===== src/rtl/eth_rx_udp_filter.sv =====
// NetTLP receive filter: passes IPv4/UDP frames to one destination port.
// Header beats are buffered uncommitted until the port check resolves.
module eth_rx_udp_filter #(
  parameter logic [15:0] UDP_PORT = 16'h3000,
  parameter int          FIFO_AW  = 4
) (
  input  logic        clk156,
  input  logic        sys_rst156,
  input  logic        s_axis_tvalid,
  input  logic        s_axis_tlast,
  input  logic [7:0]  s_axis_tkeep,
  input  logic [63:0] s_axis_tdata,
  input  logic        s_axis_tuser,
  output logic        m_axis_tvalid,
  output logic        m_axis_tlast,
  output logic [7:0]  m_axis_tkeep,
  output logic [63:0] m_axis_tdata,
  output logic        m_axis_tuser,
  output logic [31:0] pass_frames,
  output logic [31:0] drop_frames
);

  localparam int PW = FIFO_AW + 1;
  localparam int DW = 74;

  typedef enum logic [1:0] {HDR, PASS, DROP} state_t;

  state_t          state_q, state_d;
  logic [2:0]      beat_q, beat_d;
  logic            ok_q, ok_d;
  logic [PW-1:0]   wr_q, wr_d;
  logic [PW-1:0]   cm_q, cm_d;
  logic [PW-1:0]   rd_q;
  logic [31:0]     pass_q, pass_d;
  logic [31:0]     drop_q, drop_d;
  logic            we;
  logic            chk;
  logic [DW-1:0]   wdata;
  logic [DW-1:0]   mem [2**FIFO_AW];

  logic            mv_q, ml_q, mu_q;
  logic [7:0]      mk_q;
  logic [63:0]     md_q;

  assign wdata = {s_axis_tuser, s_axis_tlast, s_axis_tkeep, s_axis_tdata};

  // Field compare for the header beat currently on the input
  always_comb begin
    chk = 1'b1;
    case (beat_q)
      3'd1: chk = (s_axis_tdata[39:32] == 8'h08) &&
                  (s_axis_tdata[47:40] == 8'h00) &&
                  (s_axis_tdata[55:48] == 8'h45);
      3'd2: chk = (s_axis_tdata[63:56] == 8'h11);
      3'd4: chk = (s_axis_tdata[39:32] == UDP_PORT[15:8]) &&
                  (s_axis_tdata[47:40] == UDP_PORT[7:0]);
      default: chk = 1'b1;
    endcase
  end

  // Next-state: header verdict, commit/rewind and frame counters
  always_comb begin
    state_d = state_q;
    beat_d  = beat_q;
    ok_d    = ok_q;
    wr_d    = wr_q;
    cm_d    = cm_q;
    pass_d  = pass_q;
    drop_d  = drop_q;
    we      = 1'b0;
    if (s_axis_tvalid) begin
      case (state_q)
        HDR: begin
          we     = 1'b1;
          wr_d   = wr_q + 1'b1;
          ok_d   = ok_q & chk;
          beat_d = beat_q + 3'd1;
          if (beat_q == 3'd4) begin
            beat_d = 3'd0;
            ok_d   = 1'b1;
            if (ok_q && chk) begin
              cm_d    = wr_q + 1'b1;
              pass_d  = pass_q + 32'd1;
              state_d = s_axis_tlast ? HDR : PASS;
            end else begin
              wr_d    = cm_q;
              drop_d  = drop_q + 32'd1;
              state_d = s_axis_tlast ? HDR : DROP;
            end
          end else if (s_axis_tlast) begin
            wr_d   = cm_q;
            beat_d = 3'd0;
            ok_d   = 1'b1;
            drop_d = drop_q + 32'd1;
          end
        end
        PASS: begin
          we   = 1'b1;
          wr_d = wr_q + 1'b1;
          cm_d = wr_q + 1'b1;
          if (s_axis_tlast) state_d = HDR;
        end
        DROP: begin
          if (s_axis_tlast) state_d = HDR;
        end
        default: state_d = HDR;
      endcase
    end
  end

  // Filter state registers
  always_ff @(posedge clk156 or posedge sys_rst156) begin
    if (sys_rst156) begin
      state_q <= HDR;
      beat_q  <= 3'd0;
      ok_q    <= 1'b1;
      wr_q    <= '0;
      cm_q    <= '0;
      pass_q  <= 32'd0;
      drop_q  <= 32'd0;
    end else begin
      state_q <= state_d;
      beat_q  <= beat_d;
      ok_q    <= ok_d;
      wr_q    <= wr_d;
      cm_q    <= cm_d;
      pass_q  <= pass_d;
      drop_q  <= drop_d;
    end
  end

  // Beat storage
  always_ff @(posedge clk156) begin
    if (we) mem[wr_q[FIFO_AW-1:0]] <= wdata;
  end

  // Registered output: one committed beat per cycle
  always_ff @(posedge clk156 or posedge sys_rst156) begin
    if (sys_rst156) begin
      rd_q <= '0;
      mv_q <= 1'b0;
      ml_q <= 1'b0;
      mu_q <= 1'b0;
      mk_q <= 8'd0;
      md_q <= 64'd0;
    end else if (rd_q != cm_q) begin
      rd_q <= rd_q + 1'b1;
      mv_q <= 1'b1;
      {mu_q, ml_q, mk_q, md_q} <= mem[rd_q[FIFO_AW-1:0]];
    end else begin
      mv_q <= 1'b0;
    end
  end

  assign m_axis_tvalid = mv_q;
  assign m_axis_tlast  = ml_q;
  assign m_axis_tkeep  = mk_q;
  assign m_axis_tdata  = md_q;
  assign m_axis_tuser  = mu_q;
  assign pass_frames   = pass_q;
  assign drop_frames   = drop_q;

endmodule

===== config.mk =====
export PLATFORM = sky130hd
export DESIGN_NAME = eth_rx_udp_filter
export DESIGN_NICKNAME = d
export VERILOG_FILES = /design/src/rtl/eth_rx_udp_filter.sv
export SDC_FILE = /design/constraint.sdc
export NUM_CORES = 2
export LEC_CHECK = 0
export CAP_MARGIN = 20
export CORE_MARGIN = 2
export CORE_UTILIZATION = 55
export DETAILED_ROUTE_END_ITERATION = 10
export MAX_ROUTING_LAYER = met4
export PLACE_DENSITY_LB_ADDON = 0.15
export RECOVER_POWER = 100
export SLEW_MARGIN = 25
export SYNTH_ARGS = -nofsm -noshare
export SYNTH_HDL_FRONTEND = slang
export SYNTH_SLANG_ARGS = --single-unit

===== constraint.sdc =====
create_clock -name clk156 -period 5.51 [get_ports clk156]
set_clock_uncertainty 0.15 [all_clocks]
set_input_delay 0.551 -clock clk156 [delete_from_list [all_inputs] [get_ports clk156]]
set_output_delay 0.551 -clock clk156 [all_outputs]
set_load 0.02 [all_outputs]

[Word level (Yosys, flattened, before mapping)]
Memory sizes are Yosys's and may differ from the RTL's. A register that Yosys moved wholly into a read port is not among the register bits.
Index checks and enable logic that the tools add are counted.
Word-level totals
  register bits: 86
  bits in writable memories: 1184
  bits of input ports: 77
  output and inout port bits: 139
  word-level logic and storage cells: 70
  memories: 1
Memories
  mem: depth 16, bits a word 74, rd ports 1, clocked after memory_dff 1, wr ports 1, RTL line 39  | logic [DW-1:0] mem [2**FIFO_AW];
Cells by class
  $add $sub $neg: 5
  equality and inequality tests: 13
  multiplexer cells: 25
  bitwise operators: 1
  reductions and logical operators: 16
Operator list (count)
  two-way mux 32 bit: 3
  adder 32 x 1 -> 32 bit, second input constant: 2
  two-way mux 5 bit: 4
  one-hot mux 5 bit (2 select lines): 2
  adder 5 x 1 -> 5 bit, second input constant: 2
  == test 8 x 4 -> 1 bit, second input constant: 1
  == test 8 x 5 -> 1 bit, second input constant: 1
  == test 8 x 6 -> 1 bit, second input constant: 1
  == test 8 x 7 -> 1 bit, second input constant: 1
  logical NOT 8 bit: 1
  two-way mux 1 bit: 8
  two-way mux 2 bit: 4
  AND reduction 4 bit: 2
  two-way mux 3 bit: 2
  AND reduction 3 bit: 2
  inequality test 5 bit: 1
  logical AND 1 bit: 4
  inequality test 2 bit, second input constant: 2
  one-hot mux 2 bit (2 select lines): 1
  AND reduction 2 bit: 2
  nonzero test 2 bit: 2
  OR reduction 2 bit: 2
  adder 3 x 1 -> 3 bit, second input constant: 1
  == test 3 x 1 -> 1 bit, second input constant: 1
  other kinds (8): 8

[Longest topological paths before layout]
  depth in word-level cells: 8
  gate-level depth with buffers: 10
  gate-level depth less buffers: 8

[Worst setup path before layout]
No wires, ideal clock.
  path type: reg2reg
  start point: register state_q[1]
  end point: memory mem[0][0], enable pin
  library setup time: 440 ps
  arrival: 3044 ps
  required time: 4920 ps
  setup slack: 1876 ps
  stages on the path, launching flop included: 7
  path buffers: 1
  clock period less this slack: 3634 ps
  path through: dfrtp_1 inv_1 ha_1 clkbuf_1 o21ai_1 nor3_1 and2_1
On the way
  longest elaborated chain between the ends: 6
  elaborated cells on any way between the ends: 7
  classes of those cells: eq/ne: 1; mux: 4; reduce/logical: 2
Ends and longest elaborated chain
  start: declaration: RTL line 28  | state_t state_q, state_d;
  start signal: assignment: RTL line 122  | state_q <= state_d;
  == test 2 x 1 -> 1 bit / logical NOT 2 bit (equally long branches): RTL line 72  | case (state_q)
  OR reduction 2 bit (no line) (*)
  two-way mux 1 bit (*): RTL line 72
  two-way mux 1 bit (*): RTL line 71  | if (s_axis_tvalid) begin
  two-way mux 1 bit (*): RTL line 134  | if (we) mem[wr_q[FIFO_AW-1:0]] <= wdata;
  two-way mux 1 bit (not written as such) (*): RTL line 134
  end: declaration: RTL line 39
Mark *: on every way between the ends. The rest lies on a longest branch, timed or not.

[Worst setup path in the final report]
  start point: register rd_q[3]
  end point: register md_q[15], in the netlist m_axis_tdata[15], read port of mem
On the way
  longest elaborated chain between the ends: 1
Ends and longest elaborated chain
  start: declaration: RTL line 33  | logic [PW-1:0] rd_q;
  start signal: assignment: RTL line 147  | rd_q <= rd_q + 1'b1;
  inequality test 5 bit: RTL line 146  | end else if (rd_q != cm_q) begin
  end: declaration: RTL line 43  | logic [63:0] md_q;
Several ways; a longest one is shown, not always the timed one.
A chain may end at the register's enable or synchronous reset.

==> flow_summary_export.csv <==
group,metric,value,unit
run_status,status,"complete, but fails checks",
run_status,violations,"capacitance limit, slew limit",
drt,antenna_left,0,
power,clkPwrFrac,0.293,
sta,fin_setup_tns,0,ns
global_routing,grt_usage,0.2468,
place,dpl_worst_slack,1.136,ns
global_routing,grt_pass1_vias,25463,
clock_tree,cts-resized-gates,0,
setup_path,setup.worst_path.class,"flop to flop",
setup_path,end_kind,"flop",
die,dieArea,96540,um^2
setup_path,crit_path_start_kind,"flop",
worst_hold_path,min_path_type,"flop to flop",
setup_path,crit_fanout,42,
clock_tree,root_buffer,"clkbuf_16",
layout,areaGrowthSynthToFinish,15.27,%
synth,yosysWarningCount,0,
synth,synthDistinctLibCells,60,
drt,via_per_inst,6.184,
clock_tree,clock-sinks,1344,
synth,netlist_area,51740,um^2
sta,finalSetupViolations,0,
synth,synth_seq_area_share,0.7646,
sta,max_freq,225.4,MHz
drt,num_vias,24445,
clock_tree,ctsHoldBuffers,0,
synth,synth_top_area_cell,"edfxtp_1",
die,start_util,0.5544,
power,switching_power,0.008455,W
place,dpl-instance-area,55460,um^2
drt,drc,0,
sta,tightest_slew,2.577,ns
power,seqPwrFrac,0.432,
setup_path,crit_arrival,4.88,ns
clock_tree,clk_pin_slew_worst_paths,0.06,ns
clock_tree,cts_buffers,136,
layout,nets,2657,
synth,yosys-top-cells-area,"edfxtp_1 69%, mux4_2 15%, dfrtp_1 7.7%",
die,die_h,310.7,um
layout,fin_util,0.6391,
drt,wire_per_inst,28.75,um
clock_tree,htree_levels,4,
synth,synthCells,2291,
drt,drt_iter0_drc,2873,
drt,drt_first_pass_iters,6,
synth,async_reset_ff_frac,0.1190,
synth,yosys_most_used_dff,"edfxtp_1",
synth,synth_top_area_share,0.6872,
power,p_sw_frac,0.2818,
die,rows,112,
sta,hold_viol_final,0,
layout,drive_gt1_frac,0.2507,
clock_tree,cts_tree,"built",
power,p_int,0.02155,W
clock_tree,insertion_delay,0.73,ns
die,dieWidth,310.7,um
sta,slew_viol_final,433,
die,io_pins,216,
die,core-area,93330,um^2
place,gp_congestion,0.8283,
setup_path,worst_ep_required_time,5.95,ns
synth,synth_edf_count,1184,
global_routing,grt-ovfl-total,0,
drt,drt_wl_total,113700,um
power,p_per_area,503.0,nW/um^2
synth,syn_avg_cell_area,22.58,um^2
global_routing,grt_pass1_wl,168700,um
global_routing,grt_antenna_before_repair,28,
synth,synth-seq-cells,1344,
place,port_buffers,215,
layout,stdcell_area,59640,um^2
clock_tree,cts_max_path_buffers,3,
global_routing,grt_max_degree,103,
synth,syn_nets,2381,
flow_run,drv_cap,12,
sta,finalCritPeriodShare,0.8053,
clock_tree,post-cts-setup-buffers,0,
sta,slew_headroom,-0.7183,
sta,rsz0062_at_grt,"no",
power,ir_drop,450.0,uV
sta,fin_crit,4.437,ns
power,pwr-share-comb,0.274,
sta,setup_ws,1.073,ns
power,p_leak,19.68,nW
place,dp_hpwl,57800,um
[final timing paths]
check	startpoint	endpoint	slack, ns	cells after the start
setup / recovery	rd_q[3]	m_axis_tdata[15]	1.07	5
hold / removal	pass_frames[31]	pass_frames[31]	0.32	1
max in group asynchronous	sys_rst156	m_axis_tuser	1.94	3
hold reg to reg	pass_frames[31]	pass_frames[31]	0.32	1
setup reg to reg	rd_q[3]	m_axis_tdata[15]	1.07	5
min in group asynchronous	sys_rst156	m_axis_tdata[49]	0.36	2
[cell usage after synthesis (2+ instances only)]
cell type,n
a221oi_1,2
buf_4,23
nor4_1,6
o21ai_0,19
o22ai_1,10
nand2_1,27
o221ai_1,10
and4_1,9
inv_1,14
dfrtp_1,159
ha_1,13
nor3_1,19
edfxtp_1,1184
nor2_1,19
nand3_1,35
clkbuf_1,43
mux4_2,350
nand2b_1,2
or2_2,3
mux2i_1,21
a21oi_1,14
nor3_2,4
buf_2,20
nor4b_1,4
buf_6,11
nor3b_1,2
a31oi_1,2
buf_1,16
xor2_1,27
and3_1,22
xnor2_1,47
mux2_2,83
and2_1,20
nand4_1,24
o21a_1,2
[cells in the final DEF, fill, tap and decap left out, types with 5 or more instances in the layout]
| cell | netlist | routed |
|---|---|---|
| a21oi_1 | 14 | 14 |
| and2_1 | 20 | 9 |
| and2_4 | 0 | 7 |
| and3_1 | 22 | 20 |
| and4_1 | 9 | 9 |
| buf_12 | 0 | 17 |
| buf_4 | 23 | 9 |
| bufinv_16 | 0 | 7 |
| clkbuf_1 | 43 | 47 |
| clkbuf_16 | 0 | 139 |
| clkbuf_2 | 0 | 5 |
| clkbuf_8 | 0 | 8 |
| clkinv_1 | 0 | 27 |
| clkinv_2 | 0 | 16 |
| dfrtp_1 | 159 | 156 |
| diode_2 | 0 | 19 |
| dlygate4sd3_1 | 0 | 214 |
| edfxtp_1 | 1184 | 1184 |
| ha_1 | 13 | 13 |
| inv_1 | 14 | 13 |
| inv_6 | 0 | 8 |
| mux2_2 | 83 | 83 |
| mux2i_1 | 21 | 21 |
| mux4_2 | 350 | 350 |
| nand2_1 | 27 | 27 |
| nand3_1 | 35 | 34 |
| nand4_1 | 24 | 24 |
| nor2_1 | 19 | 19 |
| nor3_1 | 19 | 24 |
| nor4_1 | 6 | 6 |
| o21ai_0 | 19 | 19 |
| o221ai_1 | 10 | 10 |
| o22ai_1 | 10 | 10 |
| xnor2_1 | 47 | 47 |
| xor2_1 | 27 | 27 |
[metrics by stage]
stage | hold WS [ns] | std cells | total power [W]
2_1_floorplan | 0.2998 | 2291 | 0.01900
3_3_place_gp | 0.3144 | 3682 | 0.02151
3_5_place_dp | 0.3237 | 3682 | 0.02169
4_1_cts | 0.2620 | 3933 | 0.03049
5_1_grt | 0.3495 | 3952 | 0.03124
6_report | 0.3199 | 3953 | 0.03000
[sequential cells by signal, summed over array words and instances, names as in the netlist]
| signal | flops |
|---|---|
| mem | 1184 |
| m_axis_tdata | 64 |
| drop_frames | 32 |
| pass_frames | 32 |
| m_axis_tkeep | 8 |
| cm_q | 5 |
| rd_q | 5 |
| wr_q | 5 |
| beat_q | 3 |
| state_q | 2 |
| m_axis_tlast | 1 |
| m_axis_tuser | 1 |
| m_axis_tvalid | 1 |
| ok_q | 1 |
[layer usage]
layer / track usage / vias to the layer above / share of wire
met1: 0.3381 / 13163 / 0.42
met5: - / - / 0
met3: 0.04539 / 190 / 0.067
met2: 0.3830 / 909 / 0.49
li1: - / 10183 / -
met4: 0.07773 / 0 / 0.023
[worst max-delay path: stages, from the launching register on]
cell	delay, ns
dfrtp_1	2.09
xor2_1	0.17
nor3_1	0.41
nand3_4	0.61
buf_4	0.50
mux2_2	0.32
[area by class of cell]
cell class,count,area [um^2]
clock inverter,62,509.2
tap,1254,1569
sequential,1344,39570
multi-input combinational,820,11540
timing repair buffer,251,2604
antenna,19,47.55
fill,6220,33690
clock buffer,189,3746
inverter,14,60.06
[power by group through the flow]
stage	clock network, W	registers, W	logic (W)
3_5_place_dp	0	0.0132	0.00849
5_1_grt	0.00935	0.0131	0.00879
3_3_place_gp	0	0.0131	0.00837
4_1_cts	0.00896	0.0130	0.00853
6_report	0.00880	0.0130	0.00823
2_1_floorplan	0	0.0132	0.00583
[cells by family (layout without fill, tap and decap cells)]
| family | Yosys count | after routing | share of synthesized area |
|---|---|---|---|
| AOI/OAI and AO/OA | 72 | 72 | 0.009117 |
| xor gates and xnor gates | 74 | 74 | 0.01253 |
| adders and majority gates | 13 | 13 | 0.003144 |
| buffers and inverters | 127 | 516 | 0.01296 |
| DFF | 1344 | 1344 | 0.7646 |
| muxes | 454 | 454 | 0.1745 |
| other | 0 | 19 | 0 |
| and+or+nand+nor | 207 | 207 | 0.02319 |
(Power assumes the default switching activity.)
